**src/rtl/frame_capture_ctrl_if.sv**
```systemverilog
// rtl/frame_capture_ctrl_if.sv - sample stream bus with frame markers (tuser = first beat, tlast = last beat)
interface frame_capture_ctrl_if #(
  parameter int DW = 16
);
  logic [DW-1:0] tdata;
  logic          tvalid;
  logic          tready;
  logic          tlast;
  logic          tuser;

  modport master (output tdata, output tvalid, output tlast, output tuser, input tready);
  modport slave  (input tdata, input tvalid, output tready);
endinterface

```
**src/rtl/frame_capture_ctrl.sv**
```systemverilog
// rtl/frame_capture_ctrl.sv - trigger and frame sequencing controller for the ADC sample path
// Forwards whole FRAME_LEN-sample frames after a level-crossing or external trigger.
module frame_capture_ctrl #(
  parameter int DW        = 16,
  parameter int FRAME_LEN = 1024,
  parameter int CNT_W     = 16
) (
  input  logic                 clk,
  input  logic                 reset_n,
  input  logic                 i_ce,
  input  logic                 i_arm,
  input  logic                 i_abort,
  input  logic                 i_trig_en,
  input  logic                 i_trig_edge,
  input  logic signed [DW-1:0] i_trig_level,
  input  logic                 i_ext_trig,
  input  logic [7:0]           i_frame_count,
  input  logic [CNT_W-1:0]     i_holdoff,
  frame_capture_ctrl_if.slave  s_axis,
  frame_capture_ctrl_if.master m_axis,
  output logic [1:0]           o_state,
  output logic [7:0]           o_frames_done,
  output logic                 o_done,
  output logic                 o_aborted
);

  localparam logic [1:0] ST_IDLE      = 2'd0;
  localparam logic [1:0] ST_WAIT_TRIG = 2'd1;
  localparam logic [1:0] ST_CAPTURE   = 2'd2;
  localparam logic [1:0] ST_HOLDOFF   = 2'd3;

  localparam int               IDX_W    = 16;
  localparam logic [IDX_W-1:0] LAST_IDX = IDX_W'(FRAME_LEN - 1);

  logic [1:0]           r_state;
  logic [IDX_W-1:0]     r_idx;
  logic [CNT_W-1:0]     r_hold;
  logic signed [DW-1:0] r_prev;
  logic                 r_prev_valid;
  logic [7:0]           r_frames_done;
  logic                 r_done;
  logic                 r_aborted;

  logic [DW-1:0]        r_tdata;
  logic                 r_tvalid;
  logic                 r_tlast;
  logic                 r_tuser;

  logic                 w_tready;
  logic                 w_accept;
  logic signed [DW-1:0] w_cur;
  logic                 w_level_hit;
  logic                 w_trig;
  logic                 w_last;
  logic [7:0]           w_fd_inc;
  logic                 w_burst_end;
  logic                 w_load;
  logic                 w_load_user;
  logic                 w_load_last;

  // IDLE and HOLDOFF discard beats, so they never need the output register.
  assign w_tready = i_ce && ((r_state == ST_IDLE) || (r_state == ST_HOLDOFF) ||
                             !r_tvalid || m_axis.tready);
  assign w_accept = s_axis.tvalid && w_tready;
  assign w_cur    = $signed(s_axis.tdata);

  assign w_level_hit = r_prev_valid &&
                       (i_trig_edge ? ((r_prev > i_trig_level) && (i_trig_level >= w_cur))
                                    : ((r_prev < i_trig_level) && (i_trig_level <= w_cur)));
  assign w_trig      = !i_trig_en || i_ext_trig || w_level_hit;

  assign w_last      = (r_idx == LAST_IDX);
  assign w_fd_inc    = r_frames_done + 8'd1;
  assign w_burst_end = (i_frame_count != 8'd0) && (w_fd_inc == i_frame_count);

  // An abort in the same cycle as an accepted beat drops that beat.
  assign w_load      = w_accept && !i_abort &&
                       (((r_state == ST_WAIT_TRIG) && w_trig) || (r_state == ST_CAPTURE));
  assign w_load_user = (r_state == ST_WAIT_TRIG);
  assign w_load_last = (r_state == ST_CAPTURE) && w_last;

  always_ff @(posedge clk or negedge reset_n) begin
    if (!reset_n) begin
      r_state       <= ST_IDLE;
      r_idx         <= '0;
      r_hold        <= '0;
      r_prev        <= '0;
      r_prev_valid  <= 1'b0;
      r_frames_done <= 8'd0;
      r_done        <= 1'b0;
      r_aborted     <= 1'b0;
    end else begin
      r_done    <= 1'b0;
      r_aborted <= 1'b0;
      if (i_abort) begin
        r_state   <= ST_IDLE;
        r_idx     <= '0;
        r_aborted <= (r_state != ST_IDLE);
      end else begin
        case (r_state)
          ST_IDLE: begin
            if (i_arm) begin
              r_state       <= ST_WAIT_TRIG;
              r_frames_done <= 8'd0;
              r_prev_valid  <= 1'b0;
            end
          end
          ST_WAIT_TRIG: begin
            if (w_accept) begin
              if (w_trig) begin
                r_idx   <= IDX_W'(1);
                r_state <= ST_CAPTURE;
              end else begin
                r_prev       <= w_cur;
                r_prev_valid <= 1'b1;
              end
            end
          end
          ST_CAPTURE: begin
            if (w_accept) begin
              if (w_last) begin
                r_idx         <= '0;
                r_frames_done <= w_fd_inc;
                if (w_burst_end) begin
                  r_state <= ST_IDLE;
                  r_done  <= 1'b1;
                end else if (i_holdoff == '0) begin
                  r_state      <= ST_WAIT_TRIG;
                  r_prev_valid <= 1'b0;
                end else begin
                  r_state <= ST_HOLDOFF;
                  r_hold  <= i_holdoff;
                end
              end else begin
                r_idx <= r_idx + IDX_W'(1);
              end
            end
          end
          ST_HOLDOFF: begin
            if (w_accept) begin
              r_hold <= r_hold - CNT_W'(1);
              if (r_hold == CNT_W'(1)) begin
                r_state      <= ST_WAIT_TRIG;
                r_prev_valid <= 1'b0;
              end
            end
          end
          default: r_state <= ST_IDLE;
        endcase
      end
    end
  end

  // Single output register stage; a stalled beat is held untouched until taken.
  always_ff @(posedge clk or negedge reset_n) begin
    if (!reset_n) begin
      r_tdata  <= '0;
      r_tvalid <= 1'b0;
      r_tlast  <= 1'b0;
      r_tuser  <= 1'b0;
    end else if (w_load) begin
      r_tdata  <= s_axis.tdata;
      r_tvalid <= 1'b1;
      r_tlast  <= w_load_last;
      r_tuser  <= w_load_user;
    end else if (m_axis.tready) begin
      r_tvalid <= 1'b0;
    end
  end

  assign s_axis.tready = w_tready;
  assign m_axis.tdata  = r_tdata;
  assign m_axis.tvalid = r_tvalid;
  assign m_axis.tlast  = r_tlast;
  assign m_axis.tuser  = r_tuser;

  assign o_state       = r_state;
  assign o_frames_done = r_frames_done;
  assign o_done        = r_done;
  assign o_aborted     = r_aborted;

endmodule

```
**src/flat_wrapper.sv**
```systemverilog
// flat-port wrapper written by rule: the top's interface ports become plain ports
module frame_capture_ctrl_flat 
#(
  parameter int DW        = 16,
  parameter int FRAME_LEN = 1024,
  parameter int CNT_W     = 16
)
  (clk, reset_n, i_ce, i_arm, i_abort, i_trig_en, i_trig_edge, i_trig_level, i_ext_trig, i_frame_count, i_holdoff, o_state, o_frames_done, o_done, o_aborted, s_axis_tdata, s_axis_tvalid, s_axis_tready, m_axis_tdata, m_axis_tvalid, m_axis_tlast, m_axis_tuser, m_axis_tready);
  frame_capture_ctrl_if #(.DW(DW)) s_axis_i ();
  frame_capture_ctrl_if #(.DW(DW)) m_axis_i ();
  input  logic clk;
  input  logic reset_n;
  input  logic i_ce;
  input  logic i_arm;
  input  logic i_abort;
  input  logic i_trig_en;
  input  logic i_trig_edge;
  input  logic signed [DW-1:0] i_trig_level;
  input  logic i_ext_trig;
  input  logic [7:0] i_frame_count;
  input  logic [CNT_W-1:0] i_holdoff;
  output logic [1:0] o_state;
  output logic [7:0] o_frames_done;
  output logic o_done;
  output logic o_aborted;
  input wire logic [$bits(s_axis_i.tdata)-1:0] s_axis_tdata;
  input wire logic [$bits(s_axis_i.tvalid)-1:0] s_axis_tvalid;
  output wire logic [$bits(s_axis_i.tready)-1:0] s_axis_tready;
  output wire logic [$bits(m_axis_i.tdata)-1:0] m_axis_tdata;
  output wire logic [$bits(m_axis_i.tvalid)-1:0] m_axis_tvalid;
  output wire logic [$bits(m_axis_i.tlast)-1:0] m_axis_tlast;
  output wire logic [$bits(m_axis_i.tuser)-1:0] m_axis_tuser;
  input wire logic [$bits(m_axis_i.tready)-1:0] m_axis_tready;
  assign s_axis_i.tdata = s_axis_tdata;
  assign s_axis_i.tvalid = s_axis_tvalid;
  assign s_axis_tready = s_axis_i.tready;
  assign m_axis_tdata = m_axis_i.tdata;
  assign m_axis_tvalid = m_axis_i.tvalid;
  assign m_axis_tlast = m_axis_i.tlast;
  assign m_axis_tuser = m_axis_i.tuser;
  assign m_axis_i.tready = m_axis_tready;
  frame_capture_ctrl #(.DW(DW), .FRAME_LEN(FRAME_LEN), .CNT_W(CNT_W)) u_core (.clk(clk), .reset_n(reset_n), .i_ce(i_ce), .i_arm(i_arm), .i_abort(i_abort), .i_trig_en(i_trig_en), .i_trig_edge(i_trig_edge), .i_trig_level(i_trig_level), .i_ext_trig(i_ext_trig), .i_frame_count(i_frame_count), .i_holdoff(i_holdoff), .s_axis(s_axis_i), .m_axis(m_axis_i), .o_state(o_state), .o_frames_done(o_frames_done), .o_done(o_done), .o_aborted(o_aborted));
endmodule
```
**config.mk**
```make
export PLATFORM = sky130hd
export DESIGN_NAME = frame_capture_ctrl_flat
export DESIGN_NICKNAME = d
export VERILOG_FILES = /design/src/rtl/frame_capture_ctrl_if.sv /design/src/rtl/frame_capture_ctrl.sv /design/src/flat_wrapper.sv
export SDC_FILE = /design/constraint.sdc
export NUM_CORES = 1
export LEC_CHECK = 0
export CORE_MARGIN = 1
export CORE_UTILIZATION = 40
export CTS_CLUSTER_SIZE = 40
export DETAILED_ROUTE_END_ITERATION = 16
export PLACE_DENSITY = 0.66
export SKIP_LAST_GASP = 1
export SYNTH_ARGS = -nofsm -noshare
export SYNTH_HDL_FRONTEND = slang
export SYNTH_SLANG_ARGS = --single-unit
export TNS_END_PERCENT = 100
```
**constraint.sdc**
```tcl
create_clock -name clk -period 3.1 [get_ports clk]
set_input_delay 0.93 -clock clk [delete_from_list [all_inputs] [get_ports clk]]
set_output_delay 0.93 -clock clk [all_outputs]
set_load 0.01 [all_outputs]
```
==> flow_metrics.tcl <==
set metrics [dict create \
    outcome "complete, but fails checks" \
    violations "setup timing" \
    rsz0062_at_grt "yes" \
    drc_errors 0 \
    clock-sinks 80 \
    critPathBufInv 4 \
    crit_fanout 5 \
    layout_setup_ws_ps -192 \
    p_seq_share_pct 35.2 \
    io_pins 98 \
    min_path_cells 2 \
    p_comb_share_pct 39.0 \
    slowest_stage "mux2i_4" \
    grtUsageTotal_pct 22.9 \
    fmax_mhz 304 \
    synth.distinct_cells 62 \
    synth_seq_cells 80 \
    synth_top_area_cell "dfrtp_1" \
    insertion_delay_ps 350 \
    grt_pass1_vias 5014 \
    holdWs_ps 473 \
    switching_share_pct 32.7 \
    num_antenna_cells 0 \
    power_density_mw_per_mm2 562 \
    clockRootBuffer "clkbuf_16" \
    r2r_setup_slack_ps 60 \
    dpl_worst_slack_ps -1120 \
    die-area_mm2 0.0138 \
    synthArstFlopShare_pct 100 \
    worstPathRequired_ps 3350 \
    dr.pass1.iters 6 \
    crit_arrival_ps 3550 \
    io_buffers 97 \
    core_area_mm2 0.0128 \
    cp_top_family "compound AO/OA/AOI/OAI gates" \
    hold_viol_final 0 \
    cp_common_cell "buf_6" \
    finalPower_mw 4.62 \
    initial_core_util_pct 41.6 \
    clkPwrFrac_pct 25.8 \
    syn_inst 569 \
    synth_top_area_share_pct 37.6 \
    avgViaCountPerCell 5.51 \
    holdPathEnd "u_core.m_axis.tuser$_DFFE_PN0P_" \
    synth_edf_count 0 \
    clkSlewWorstSetupHoldPaths_ps 60 \
    worst_slew_pin_slew_ps 680 \
    cp-end-kind "register" \
    clock_skew_ps 7.68 \
    p_switching_mw 1.51 \
    die_x_um 117 \
    synthToLayoutAreaGrowth_pct 54.6 \
    cp_cell_sequence "buf_8, inv_4, ha_4, a21o_1, a21oi_2, o211ai_1, a2111oi_4, mux2i_2, mux2i_4, buf_6, o21a_4, nand2_4, buf_6, o31ai_2" \
    fin_crit_sh_pct 106 \
    synth_nets 675 \
    min_period_ps 3290 \
    relSlewSlack_pct 54.7 \
    worstSetupPathType "in2reg" \
    grt_pass1_wl_um 25300 \
    final_max_slew_viol_count 0 \
    clk_path_buf_depth 2 \
    synth_area_leaders "dfrtp_1, ha_1, mux2_4" \
    cts_tree "yes" \
    antenna_found_initial 0 \
    r2r_start "u_core.r_prev[5]$_DFFE_PN0P_" \
    r2r_end "u_core.r_idx[13]$_DFFE_PN0P_" \
    p_leak_nw 3.57 \
    drv_cap 0 \
    grt_max_degree 81 \
    n_fill_cell 945 \
    htreeDepth 3 \
    ys_seq_area_share_pct 37.6 \
    dp_hpwl_um 10300 \
    row_count 41 \
    fin_setup_tns_ps -6860 \
    vdd_drop_max_uv 315 \
    drtIter0Drc 444 \
    gp_congestion 0.864 \
    numCtsBuffers 9 \
    syn_area_mm2 0.00532 \
    hold_class "reg2reg" \
    postRouteWirelength_um 15900 \
    gr-total-overflow 0 \
    setup_viol 51 \
    synthFlopType "dfrtp_1" \
    die_y_um 117 \
    synth_area_per_cell_um2 9.35 \
    wl_per_cell_um 17.3 \
    start_kind "input port" \
    r2r_cells 12 \
    ant_nets 0 \
    nets 849 \
    yosysWarnings 0 \
    drive_gt1_share_pct 34.8 \
    cpPeakStageDelay_ps 360 \
    p_int_mw 3.11 \
    via_count 5067 \
    worstHoldStart "u_core.m_axis.tuser$_DFFE_PN0P_" \
]
## kinds of logic (layout without fill, tap and decap cells)
kind of cell,Yosys count,count (layout),share of synthesized area (%)
simple gates,186,189,18.0
compound gates,145,145,18.8
flops,80,80,37.6
buf+inv,71,247,5.55
fa+ha+maj,40,40,9.41
mux,36,36,8.87
xor+xnor,11,11,1.81
## sequential cells by signal, summed over array words and instances, names as in the netlist
name / flops
u_core.o_done: 1
u_core.m_axis.tuser: 1
u_core.m_axis.tdata: 16
u_core.r_prev_valid: 1
u_core.r_prev: 16
u_core.o_aborted: 1
u_core.o_frames_done: 8
u_core.r_hold: 16
u_core.m_axis.tvalid: 1
u_core.r_idx: 16
u_core.o_state: 2
u_core.m_axis.tlast: 1
## layout by cell type, fill, tap and decap left out, types with 9 or more instances in the layout
cell type,instances
nor2_1,40
nor3_1,12
mux2_4,24
inv_2,19
o211ai_1,10
nand3_1,14
buf_6,14
ha_4,24
clkdlybuf4s50_1,60
dfrtp_1,80
o22a_1,19
buf_4,69
inv_1,29
nand2_1,40
dlygate4sd2_1,14
ha_1,16
a21oi_1,29
nand4_1,12
clkbuf_16,11
a21oi_2,9
o21ai_0,15
## worst max-delay path by stage
stage | cells after the start | end | startpoint | slack [ps]
2_1_floorplan | 12 | u_core.m_axis.tdata[10]$_DFFE_PN0P_ | i_trig_level[1] | -300
3_3_place_gp | 13 | u_core.r_idx[13]$_DFFE_PN0P_ | i_trig_level[1] | -1000
3_5_place_dp | 13 | u_core.r_idx[13]$_DFFE_PN0P_ | i_trig_level[1] | -1120
4_1_cts | 13 | u_core.r_prev[3]$_DFFE_PN0P_ | i_trig_level[5] | -120
5_1_grt | 14 | u_core.r_idx[7]$_DFFE_PN0P_ | i_trig_level[5] | -270
6_report | 14 | u_core.r_idx[13]$_DFFE_PN0P_ | i_trig_level[5] | -190
## area by class of cell
| class | count | area, um2 | share of cell area (%) |
|---|---|---|---|
| flip-flops and latches | 80 | 2000 | 24.3 |
| multi-input cells | 421 | 3770 | 45.9 |
| well taps | 172 | 215 | 2.62 |
| clock buffers | 11 | 253 | 3.07 |
| repair buffers | 181 | 1700 | 20.7 |
| inverters | 50 | 198 | 2.40 |
| clock inverters | 5 | 78.8 | 0.958 |
## through the flow
step,cells,utilization (%),instance area (um2)
finish,920,64.4,8230
CTS,911,62.1,7930
global route,920,64.4,8230
floorplan,569,-,5430
detailed placement,883,55.1,7040
global placement,883,55.1,7040
## cells in the mapped netlist (all sizes together), types with 9 or more instances
cell type	instances
o211ai	10
dfrtp	80
nand3	16
ha	40
nand2	44
nor4	10
o22a	19
nor2	44
nor3	16
nand4	12
mux2	32
o31ai	9
a21oi	41
o21ai	23
inv	50
clkbuf	13
## power by group through the flow
| stage | combinational, mW | clock [mW] | sequential, mW |
|---|---|---|---|
| final | 1.80 | 1.19 | 1.63 |
| after global routing | 1.95 | 1.26 | 1.67 |
| after CTS | 1.72 | 1.22 | 1.62 |
| after detailed placement | 1.49 | 0 | 1.62 |
| after global placement | 1.44 | 0 | 1.61 |
| after floorplan | 0.810 | 0 | 1.62 |
## timing repair
item | in CTS | in global routing
hold buffers | 0 | 0
pin swaps | 53 | 25
gates resized for setup | 182 | 45
buffers inserted | 7 | 7
cloned | 5 | 2
endpoints found under the setup margin | 54 | 68
## tightest hold or removal path, cell delays in order, from the launching register on
cell	delay (ps)
dfrtp_1	350
nand2_1	50
nand2_1	50
## metal layers
layer	up-vias	part of all wire, %	wire length [um]	GRT usage [%]
met1	2453	44	6910	29.5
met3	32	4.3	677	4.43
met2	140	50	7980	38.3
met4	0	2.0	318	7.55
met5	-	0	0	0
li1	2442	-	-	-
No activity file was read; power rests on OpenSTA's default activity.
